`config.mk`:
```
export PLATFORM = sky130hd
export DESIGN_NAME = pixel_scan_scheduler
export DESIGN_NICKNAME = d
export VERILOG_FILES = /design/src/rtl/pixel_scan_scheduler.sv
export SDC_FILE = /design/constraint.sdc
export NUM_CORES = 1
export LEC_CHECK = 0
export ABC_AREA = 1
export ABC_CLOCK_PERIOD_IN_PS = 1440
export CAP_MARGIN = 20
export CORE_ASPECT_RATIO = 0.5
export CORE_MARGIN = 2
export CORE_UTILIZATION = 45
export CTS_CLUSTER_DIAMETER = 30
export DETAILED_ROUTE_END_ITERATION = 8
export PLACE_DENSITY = 0.73
export SLEW_MARGIN = 20
export SYNTH_ARGS = -nofsm -noshare
export SYNTH_HDL_FRONTEND = slang
export SYNTH_SLANG_ARGS = --single-unit
```
`constraint.sdc`:
```
create_clock -name clk -period 1.44 [get_ports clk]
set_clock_uncertainty 0.15 [all_clocks]
set_input_delay 0.36 -clock clk [delete_from_list [all_inputs] [get_ports clk]]
set_output_delay 0.36 -clock clk [all_outputs]
set_load 0.1 [all_outputs]
```
`src/rtl/pixel_scan_scheduler.sv`:
```
// Raster scan counter with a 2-stage layer-hit pipeline feeding the color block.
// Optional INSTRUMENT_LATCH_EN: instrument captured once per frame at query (0,0).
module pixel_scan_scheduler #(
  parameter int H_ACTIVE     = 640,
  parameter int H_TOTAL      = 800,
  parameter int H_SYNC_START = 656,
  parameter int H_SYNC_END   = 752,
  parameter int V_ACTIVE     = 480,
  parameter int V_TOTAL      = 525,
  parameter int V_SYNC_START = 490,
  parameter int V_SYNC_END   = 492
) (
  input  logic       clk,
  input  logic       rst_n,
  input  logic       pix_en,
  input  logic       note_hit,
  input  logic       staff_hit,
  input  logic       text_hit,
  input  logic [1:0] instrument_sel,
  output logic [9:0] hcount,
  output logic [9:0] vcount,
  output logic [1:0] pixel_type,
  output logic [1:0] instrument_type,
  output logic       hsync,
  output logic       vsync,
  output logic       active,
  output logic       frame_start
);

  localparam logic [9:0] HA  = 10'(H_ACTIVE);
  localparam logic [9:0] HL  = 10'(H_TOTAL - 1);
  localparam logic [9:0] HSS = 10'(H_SYNC_START);
  localparam logic [9:0] HSE = 10'(H_SYNC_END);
  localparam logic [9:0] VA  = 10'(V_ACTIVE);
  localparam logic [9:0] VL  = 10'(V_TOTAL - 1);
  localparam logic [9:0] VSS = 10'(V_SYNC_START);
  localparam logic [9:0] VSE = 10'(V_SYNC_END);

  logic [9:0] hcount_q, hcount_d;
  logic [9:0] vcount_q, vcount_d;
  logic       s1_vis_q, s1_vis_d;
  logic       s1_hs_q, s1_hs_d;
  logic       s1_vs_q, s1_vs_d;
  logic       s1_fs_q, s1_fs_d;
  logic [1:0] s1_ins_q, s1_ins_d;
  logic [1:0] ptype_q, ptype_d;
  logic [1:0] ins_q, ins_d;
  logic       hs_q, hs_d;
  logic       vs_q, vs_d;
  logic       act_q, act_d;
  logic       fs_q, fs_d;
  logic       fs0;
  logic [1:0] ins0;
  logic [1:0] hit_type;

`ifdef INSTRUMENT_LATCH_EN
  logic [1:0] ins_lat_q, ins_lat_d;

  always_ff @(posedge clk or negedge rst_n) begin
    if (!rst_n) ins_lat_q <= 2'b11;
    else        ins_lat_q <= ins_lat_d;
  end

  // New selection only takes effect at the top of a frame.
  always_comb begin
    ins0      = fs0 ? instrument_sel : ins_lat_q;
    ins_lat_d = (pix_en && fs0) ? instrument_sel : ins_lat_q;
  end
`else
  always_comb ins0 = instrument_sel;
`endif

  assign fs0 = (hcount_q == 10'd0) && (vcount_q == 10'd0);

  always_comb begin
    if (note_hit)       hit_type = 2'b00;
    else if (text_hit)  hit_type = 2'b10;
    else if (staff_hit) hit_type = 2'b01;
    else                hit_type = 2'b11;
  end

  always_comb begin
    hcount_d = hcount_q;
    vcount_d = vcount_q;
    s1_vis_d = s1_vis_q;
    s1_hs_d  = s1_hs_q;
    s1_vs_d  = s1_vs_q;
    s1_fs_d  = s1_fs_q;
    s1_ins_d = s1_ins_q;
    ptype_d  = ptype_q;
    ins_d    = ins_q;
    hs_d     = hs_q;
    vs_d     = vs_q;
    act_d    = act_q;
    fs_d     = fs_q;
    if (pix_en) begin
      if (hcount_q == HL) begin
        hcount_d = 10'd0;
        vcount_d = (vcount_q == VL) ? 10'd0 : vcount_q + 10'd1;
      end else begin
        hcount_d = hcount_q + 10'd1;
      end
      s1_vis_d = (hcount_q < HA) && (vcount_q < VA);
      s1_hs_d  = !((hcount_q >= HSS) && (hcount_q < HSE));
      s1_vs_d  = !((vcount_q >= VSS) && (vcount_q < VSE));
      s1_fs_d  = fs0;
      s1_ins_d = ins0;
      // Hits arriving now belong to the coordinate held in stage 1.
      ptype_d  = s1_vis_q ? hit_type : 2'b11;
      act_d    = s1_vis_q;
      hs_d     = s1_hs_q;
      vs_d     = s1_vs_q;
      fs_d     = s1_fs_q;
      ins_d    = s1_ins_q;
    end
  end

  always_ff @(posedge clk or negedge rst_n) begin
    if (!rst_n) begin
      hcount_q <= 10'd0;
      vcount_q <= 10'd0;
      s1_vis_q <= 1'b0;
      s1_hs_q  <= 1'b1;
      s1_vs_q  <= 1'b1;
      s1_fs_q  <= 1'b0;
      s1_ins_q <= 2'b11;
      ptype_q  <= 2'b11;
      ins_q    <= 2'b11;
      hs_q     <= 1'b1;
      vs_q     <= 1'b1;
      act_q    <= 1'b0;
      fs_q     <= 1'b0;
    end else begin
      hcount_q <= hcount_d;
      vcount_q <= vcount_d;
      s1_vis_q <= s1_vis_d;
      s1_hs_q  <= s1_hs_d;
      s1_vs_q  <= s1_vs_d;
      s1_fs_q  <= s1_fs_d;
      s1_ins_q <= s1_ins_d;
      ptype_q  <= ptype_d;
      ins_q    <= ins_d;
      hs_q     <= hs_d;
      vs_q     <= vs_d;
      act_q    <= act_d;
      fs_q     <= fs_d;
    end
  end

  assign hcount          = hcount_q;
  assign vcount          = vcount_q;
  assign pixel_type      = ptype_q;
  assign instrument_type = ins_q;
  assign hsync           = hs_q;
  assign vsync           = vs_q;
  assign active          = act_q;
  assign frame_start     = fs_q;

endmodule

```
==> results by group, run 1 <==
Die
  • Effective utilization at floorplan: between 40% and 50%
  • Die Span X: approximately 94 um
  • Die height: 48.8 um
  • Die area: roughly 4600 um^2
  • Io pins: 36
  • Core area: 3880 um^2
  • Row count: 16

Placed design
  • Final Wtd Congestion: between 0.8 and 0.9
  • IO Port Bufs: 35
  • Post-detail-place hpwl: 3560 um
  • Dpl cell area: 2850 um^2

Clock tree
  • CTS max path bufs: 2
  • Hold buffer count at CTS: 0
  • Reg clk slew, reported paths: around 80 ps
  • Clock Tree Root: clkbuf_8
  • Clock Latency Late Sink: 300 ps
  • CTS HTree Levels: 2
  • CTS tree: done
  • Clock sink count: 34
  • CTS Buf Count: 5

Detailed routing
  • Post-route ant nets: 0
  • Routed WL: between 7000 and 8000 um
  • First-pass detailed-route iteration total: 5
  • Vias/cell: 5.62
  • DR vias: 2,187
  • Number of DRC markers in iteration 0: 269
  • WL/cell: about 19 um
  • DRC: 0

Setup path
  • Worst EP required: 1510 ps
  • WP data arrival: 1750 ps
  • CP max stage delay: a little over 500 ps
  • Cell Chain, Critical Path: nor2_2 > nand4_4 > nor2_4 > buf_12 > nand3_1 > o21ai_2
  • CP Capture Type: flip-flop
  • Largest delay contributor family on the critical path: simple AND/OR/NAND/NOR gates
  • WS Path Type: flip-flop to flip-flop
  • Worst setup SP type: flip-flop
  • Crit Path Max Fanout: 8
  • CP max stage cell: dfrtp_4
  • Crit path buf inv count: 1

STA
  • Max Freq: between 0.5 and 0.6 GHz
  • Worst-margin pin slew: 354 ps
  • Tmin final: between 1500 and 2000 ps
  • Slew headroom: 76.4%
  • RSZ-0062 raised after global routing: yes
  • Final Hold Vio Count: 0
  • Final Setup Violations: 43
  • Fin Hold WS: 271 ps
  • Max Transition Viols Final: 0
  • Final Cycle Share: 117%
  • Fin worst setup slack: -238 ps

Global routing
  • Antenna violations before repair: 0
  • Largest net degree at the start of global routing: 35
  • GRT Total Usage: between 20% and 30%
  • Grt ovf: 0
  • First-pass GRT wire length: 10,300 um
  • Vias in the first global route: about 2.1k

Synth
  • Number of flops mapped to enable cells by yosys: 0
  • Simple-Gate Fraction of Synth Area: 33.1%
  • Seq/Total Area, Yosys: between 40% and 50%
  • Mux contribution to synthesized area: 0%
  • Xor and xnor fraction of the mapped netlist area: 1.46%
  • Synth warnings: 0
  • Primary FF master, synth: dfrtp_1
  • Adder-Cell Fraction of Synth Area: approximately 2.8%
  • Yosys cell types: 28
  • Largest family of logic cells by synthesized area: simple AND/OR/NAND/NOR gates
  • Syn Area/Cell: 7.84 um^2
  • Mapped Area: 1800 um^2
  • Ys async rst share: 100%
  • Mapped Nets: 242
  • Synth Area in Compound Gates: 6.80%
  • Yosys reg bits: 34
  • Syn Inst Count: 230

Power and ir drop
  • Power Dens Cells: roughly 2500 nW/um^2
  • Switching Share: 51.0%
  • Leakage: roughly 1.6 nW
  • Maximum VDD drop: 1620 uV
  • Net Sw Power: 4.33 mW
  • Clock share of power: 10.0%
  • Pwr Total: 8.49 mW
  • Pint: 4.16 mW
  • Sequential share of power: about a fifth
  • Power share of the combinational group: between 60% and 70%

Finish
  • Final net count: 346
  • Most frequent cells in the layout: 60 x nand2_1, 48 x buf_4, 30 x buf_12, 20 x nor2_1, 19 x inv_1
  • Area Overhead vs Synth: 91.6%
  • Diodes inserted: 0
  • Finished Core Util: about 89%
  • Commonest non-fill, non-tap cell in the layout: nand2_1
  • Layout cell share with drive strength beyond 1: 55.5%
  • Design area: 3460 um^2

Status
  • Status: complete, but fails checks
  • Failing checks: negative setup slack

Job
  • Max-cap viol count: 0

Worst hold path
  • Hold Path Class: primary input to async pin
per-layer routing:
metal,global-route usage [%],wire [um],vias up
li1,-,-,944
met3,5.41,525,33
met1,36.9,2800,1064
met4,13.8,288,0
met2,50.7,3620,146
met5,0,0,-
worst reg2reg max path, stage by stage (launching register included):
cell     delay [ps]
dfrtp_4         510
nor2_2          230
nand4_4         160
nor2_4          190
buf_12          150
nand3_1         110
o21ai_2         100
metrics by stage:
step                setup TNS, ps  std cells  worst slack, ps
floorplan                   -3280        230             -276
global route                -7020        389             -309
CTS                         -4010        382             -165
finish                      -5600        389             -238
global placement            -9280        352             -460
detailed placement         -10960        352             -601
cell type report:
cell class	count	area (um^2)
clock buffers	6	93.8
inverters	30	125
well taps	54	67.6
multi-input cells	161	1020
fillers	144	427
flip-flops and latches	34	916
clock inverters	2	13.8
repair buffers	102	1220
logic make-up (layout without fill, tap and decap cells):
group / after synthesis / count (layout)
DFF: 34 / 34
AOI/OAI and AO/OA: 22 / 22
buffers and inverters: 35 / 140
xor gates and xnor gates: 3 / 3
adders and majority gates: 4 / 4
and+or+nand+nor: 132 / 132
registers in the layout, indices dropped and copies added, names as in the netlist:
name and flops:
vcount 10, hcount 10, s1_hs_q 1, frame_start 1, s1_ins_q 2, instrument_type 2, s1_vs_q 1, s1_vis_q 1
active 1, vsync 1, s1_fs_q 1, pixel_type 2, hsync 1
Yosys cell counts (3+ instances only):
cell / n / share of area, %
nand2_1: 67 / 14
inv_1: 26 / 5.4
nor2_1: 26 / 5.4
dfrtp_1: 24 / 33
nand3_1: 15 / 4.2
o21ai_0: 11 / 3.1
dfstp_2: 10 / 15
nand4_1: 7 / 2.4
nor3_1: 6 / 1.7
o21ai_1: 5 / 1.4
ha_1: 4 / 2.8
inv_2: 4 / 0.83
nor2_2: 3 / 1.0
xor2_1: 3 / 1.5
timing repair:
action,4_1_cts,5_1_grt
pin swaps,18,14
resized for setup,47,32
endpoints found under the setup margin,49,47
setup buffers,23,8
power groups by stage:
stage	registers, mW	logic [mW]	clock network (mW)
floorplan	3.52	0.847	0
global placement	1.69	4.58	0
detailed placement	1.70	4.67	0
CTS	1.67	5.38	0.836
global route	1.75	6.11	0.880
finish	1.73	5.91	0.850
path summary, 6_finish.rpt:
check / endpoint / startpoint / slack [ps] / cells after the start
max in group asynchronous: s1_ins_q[0] / rst_n / 620 / 2
min: vcount[0] / rst_n / 270 / 2
max: vcount[1] / hcount[6] / -240 / 6
min reg2reg: frame_start / s1_fs_q / 340 / 2
max reg2reg: vcount[1] / hcount[6] / -240 / 6
min in group clk: frame_start / s1_fs_q / 340 / 2
(Power assumes the default switching activity.)
==> inputs of run 2 (changes only) <==
ABC_CLOCK_PERIOD_IN_PS = 1800   (was 1440)
PLACE_DENSITY = 0.7   (was 0.73)
clock period = 1.8 ns   (was 1.44 ns; I/O delays follow)
==> run 2 against run 1 <==
  * The flow now finishes without violations
  * Non-clock buffer count fell by 51
  * Worst hold slack improved by 46 ps
  * Critical path depth down 4
  * Global-route usage fell by 9.2 points
  * Flip-flop and latch count stayed put
  * Worst setup slack improved by 320 ps
  * Power shrank 35%
  * Register-to-register slack improved by 330 ps
  * Critical endpoint is now hcount[1]
  * Via count shrank 23%
  * Final area is 19% lower
==> results by group, run 2 (synthesis results as in run 1) <==
Setup path
  • Worst setup SP type: flip-flop (unchanged)
  • Largest delay contributor family on the critical path: flip-flops (was simple AND/OR/NAND/NOR gates)
  • CP Capture Type: output pin (was flip-flop)
  • Crit Path Max Fanout: 4 (was 8)
  • Worst EP required: 1200 ps (was 1510 ps)
  • R2R depth: 7 (was 6)
  • Reg-to-reg startpoint: vcount[0] (was hcount[6])
  • Cell Chain, Critical Path: buf_4 > buf_12 (was nor2_2 > nand4_4 > nor2_4 > buf_12 > nand3_1 > o21ai_2)
  • WP data arrival: 1120 ps (was 1750 ps)
  • CP max stage delay: 510 ps (about the same)
  • Worst r2r dst: vcount[9] (was vcount[1])
  • WS Path Type: flip-flop to output pin (was flip-flop to flip-flop)
  • CP max stage cell: dfrtp_4 (unchanged)
  • Crit path buf inv count: 2 (was 1)
  • Flop2flop setup slack: 90 ps (was -240 ps)

Detailed routing
  • Post-route ant nets: 0 (unchanged)
  • Vias/cell: 5.00 (was 5.62)
  • First-pass detailed-route iteration total: 4 (was 5)
  • WL/cell: 13.2 um (was 18.6 um)
  • Number of DRC markers in iteration 0: 117 (was 269)
  • DRC: 0 (unchanged)
  • DR vias: 1,689 (was 2,187)
  • Routed WL: 4450 um (was 7240 um)

Power and ir drop
  • Maximum VDD drop: 1190 uV (was 1620 uV)
  • Leakage: 1.31 nW (was 1.62 nW)
  • Power Dens Cells: 1970 nW/um^2 (was 2460 nW/um^2)

Placed design
  • IO Port Bufs: 35 (unchanged)
  • Final Wtd Congestion: 0.891 (was 0.895)
  • Inst Count DP: 325 (was 352)
  • Post-detail-place hpwl: 3320 um (was 3560 um)

Global routing
  • Grt ovf: 0 (unchanged)
  • Vias in the first global route: 1,610 (was 2,117)
  • Largest net degree at the start of global routing: 35 (unchanged)
  • Antenna violations before repair: 0 (unchanged)
  • First-pass GRT wire length: 7160 um (was 10,300 um)
  • GRT Total Usage: 20.4% (was 29.7%)

Finish
  • Area Overhead vs Synth: 54.5% (was 91.6%)
  • Post-route insts no fill: 338 (was 389)
  • Most frequent cells in the layout: 67 x nand2_1, 29 x buf_12, 26 x nor2_1, 25 x inv_1 (was 60 x nand2_1, 48 x buf_4, 30 x buf_12, 20 x nor2_1, 19 x inv_1)
  • Commonest non-fill, non-tap cell in the layout: nand2_1 (unchanged)
  • Layout cell share with drive strength beyond 1: 33.1% (was 55.5%)
  • Final net count: 295 (was 346)
  • Diodes inserted: 0 (unchanged)

Worst hold path
  • Worst hold endpoint: instrument_type[0]
  • Hold Path Stages: 2
  • Hold wc startpoint: s1_ins_q[0]
  • Hold Path Class: flip-flop to flip-flop (was primary input to async pin)

Die
  • Die area: 4560 um^2 (unchanged)
  • Effective utilization at floorplan: 46.5% (unchanged)
  • Row count: 16 (unchanged)
  • Core area: 3880 um^2 (unchanged)
  • Die Span X: 93.5 um (unchanged)
  • Io pins: 36 (unchanged)
  • Die height: 48.8 um (unchanged)

Clock tree
  • Clock Latency Late Sink: 300 ps (about the same)
  • Clock Tree Root: clkbuf_8 (unchanged)
  • CTS max path bufs: 2 (unchanged)
  • CTS tree: done (unchanged)
  • Clock sink count: 34 (unchanged)
  • Reg clk slew, reported paths: 70 ps (was 80 ps)
  • CTS Buf Count: 5 (unchanged)
  • CTS HTree Levels: 2 (unchanged)

STA
  • Final Setup Violations: 0 (was 43)
  • Final Cycle Share: a little over nine tenths
  • Final Hold Vio Count: 0 (unchanged)
  • Fin Hold WS: 316 ps (was 271 ps)
  • Max Transition Viols Final: 0 (unchanged)
  • Max Freq: 0.582 GHz
  • Slew headroom: 73.6% (was 76.4%)
  • Tmin final: 1720 ps
  • Worst-margin pin slew: 393 ps (was 354 ps)

Job
  • Max-cap viol count: 0 (unchanged)

Status
  • Status: finished clean (was complete, but fails checks)
## run 2: changes by cell type in the layout (fill, tap and decap cells not counted), sizes merged
| cell | change |
|---|---|
| dlygate4sd2 | -1 |
| buf | -51 |
| clkinvlp | -1 |
| bufinv | +1 |
| clkinv | +1 |
| dlymetal6s2s | +1 |
| inv | -1 |
## run 2: worst max path at each step
stage / start / to / cells after the start
final: hcount[1] / hcount[1] / 2
after global routing: vcount[0] / vcount[9] / 7
after CTS: pix_en / hcount[9] / 9
after detailed placement: pix_en / hcount[9] / 9
after global placement: pix_en / hcount[9] / 8
after floorplan: vcount[8] / vcount[9] / 5
## run 2: where the power goes
group / switching [mW] / internal [mW]
clock: 0.308 / 0.499
combinational: 2.13 / 1.11
sequential: 0.407 / 1.05
## run 2: timing repair
item                                    in CTS  in global routing
hold buffers                                 0                  0
endpoints found under the setup margin       0                 12
gates resized for setup                      0                  3
buffers inserted                             0                  5
## run 2: final cells by class
cell class | count | area (um^2)
clock buffers | 6 | 93.8
clock inverters | 2 | 38.8
fillers | 285 | 1100
inverters | 30 | 115
multi-input cells | 161 | 810
flip-flops and latches | 34 | 897
well taps | 54 | 67.6
repair buffers | 51 | 766
## run 2: metal layers
metal	routed length, um	vias to the layer above	global-route usage [%]
li1	-	842	-
met1	1990	784	26.6
met2	2130	58	33.1
met3	273	5	4.64
met4	54	0	8.70
met5	0	-	0
## run 2: worst register-to-register path, cell delays in order (launching register included)
cell and delay (ps):
dfrtp_4 520, inv_4 90, ha_1 140, inv_1 50
nor2_1 100, nand4_1 250, nand4_1 230, nand2_1 70
## run 2: through the flow
stage / setup TNS (ps) / util (%) / cell area, um^2 / setup slack [ps] / power (mW)
after floorplan: 0 / - / 1850 / 4.86 / 3.41
after CTS: 0 / 70.7 / 2750 / 15.3 / 5.44
final: 0 / 71.8 / 2790 / 82.0 / 5.50
after global routing: -55.1 / 71.8 / 2790 / -33.7 / 5.71
after detailed placement: -2820 / 67.3 / 2610 / -295 / 4.62
after global placement: -2390 / 67.3 / 2610 / -215 / 4.57
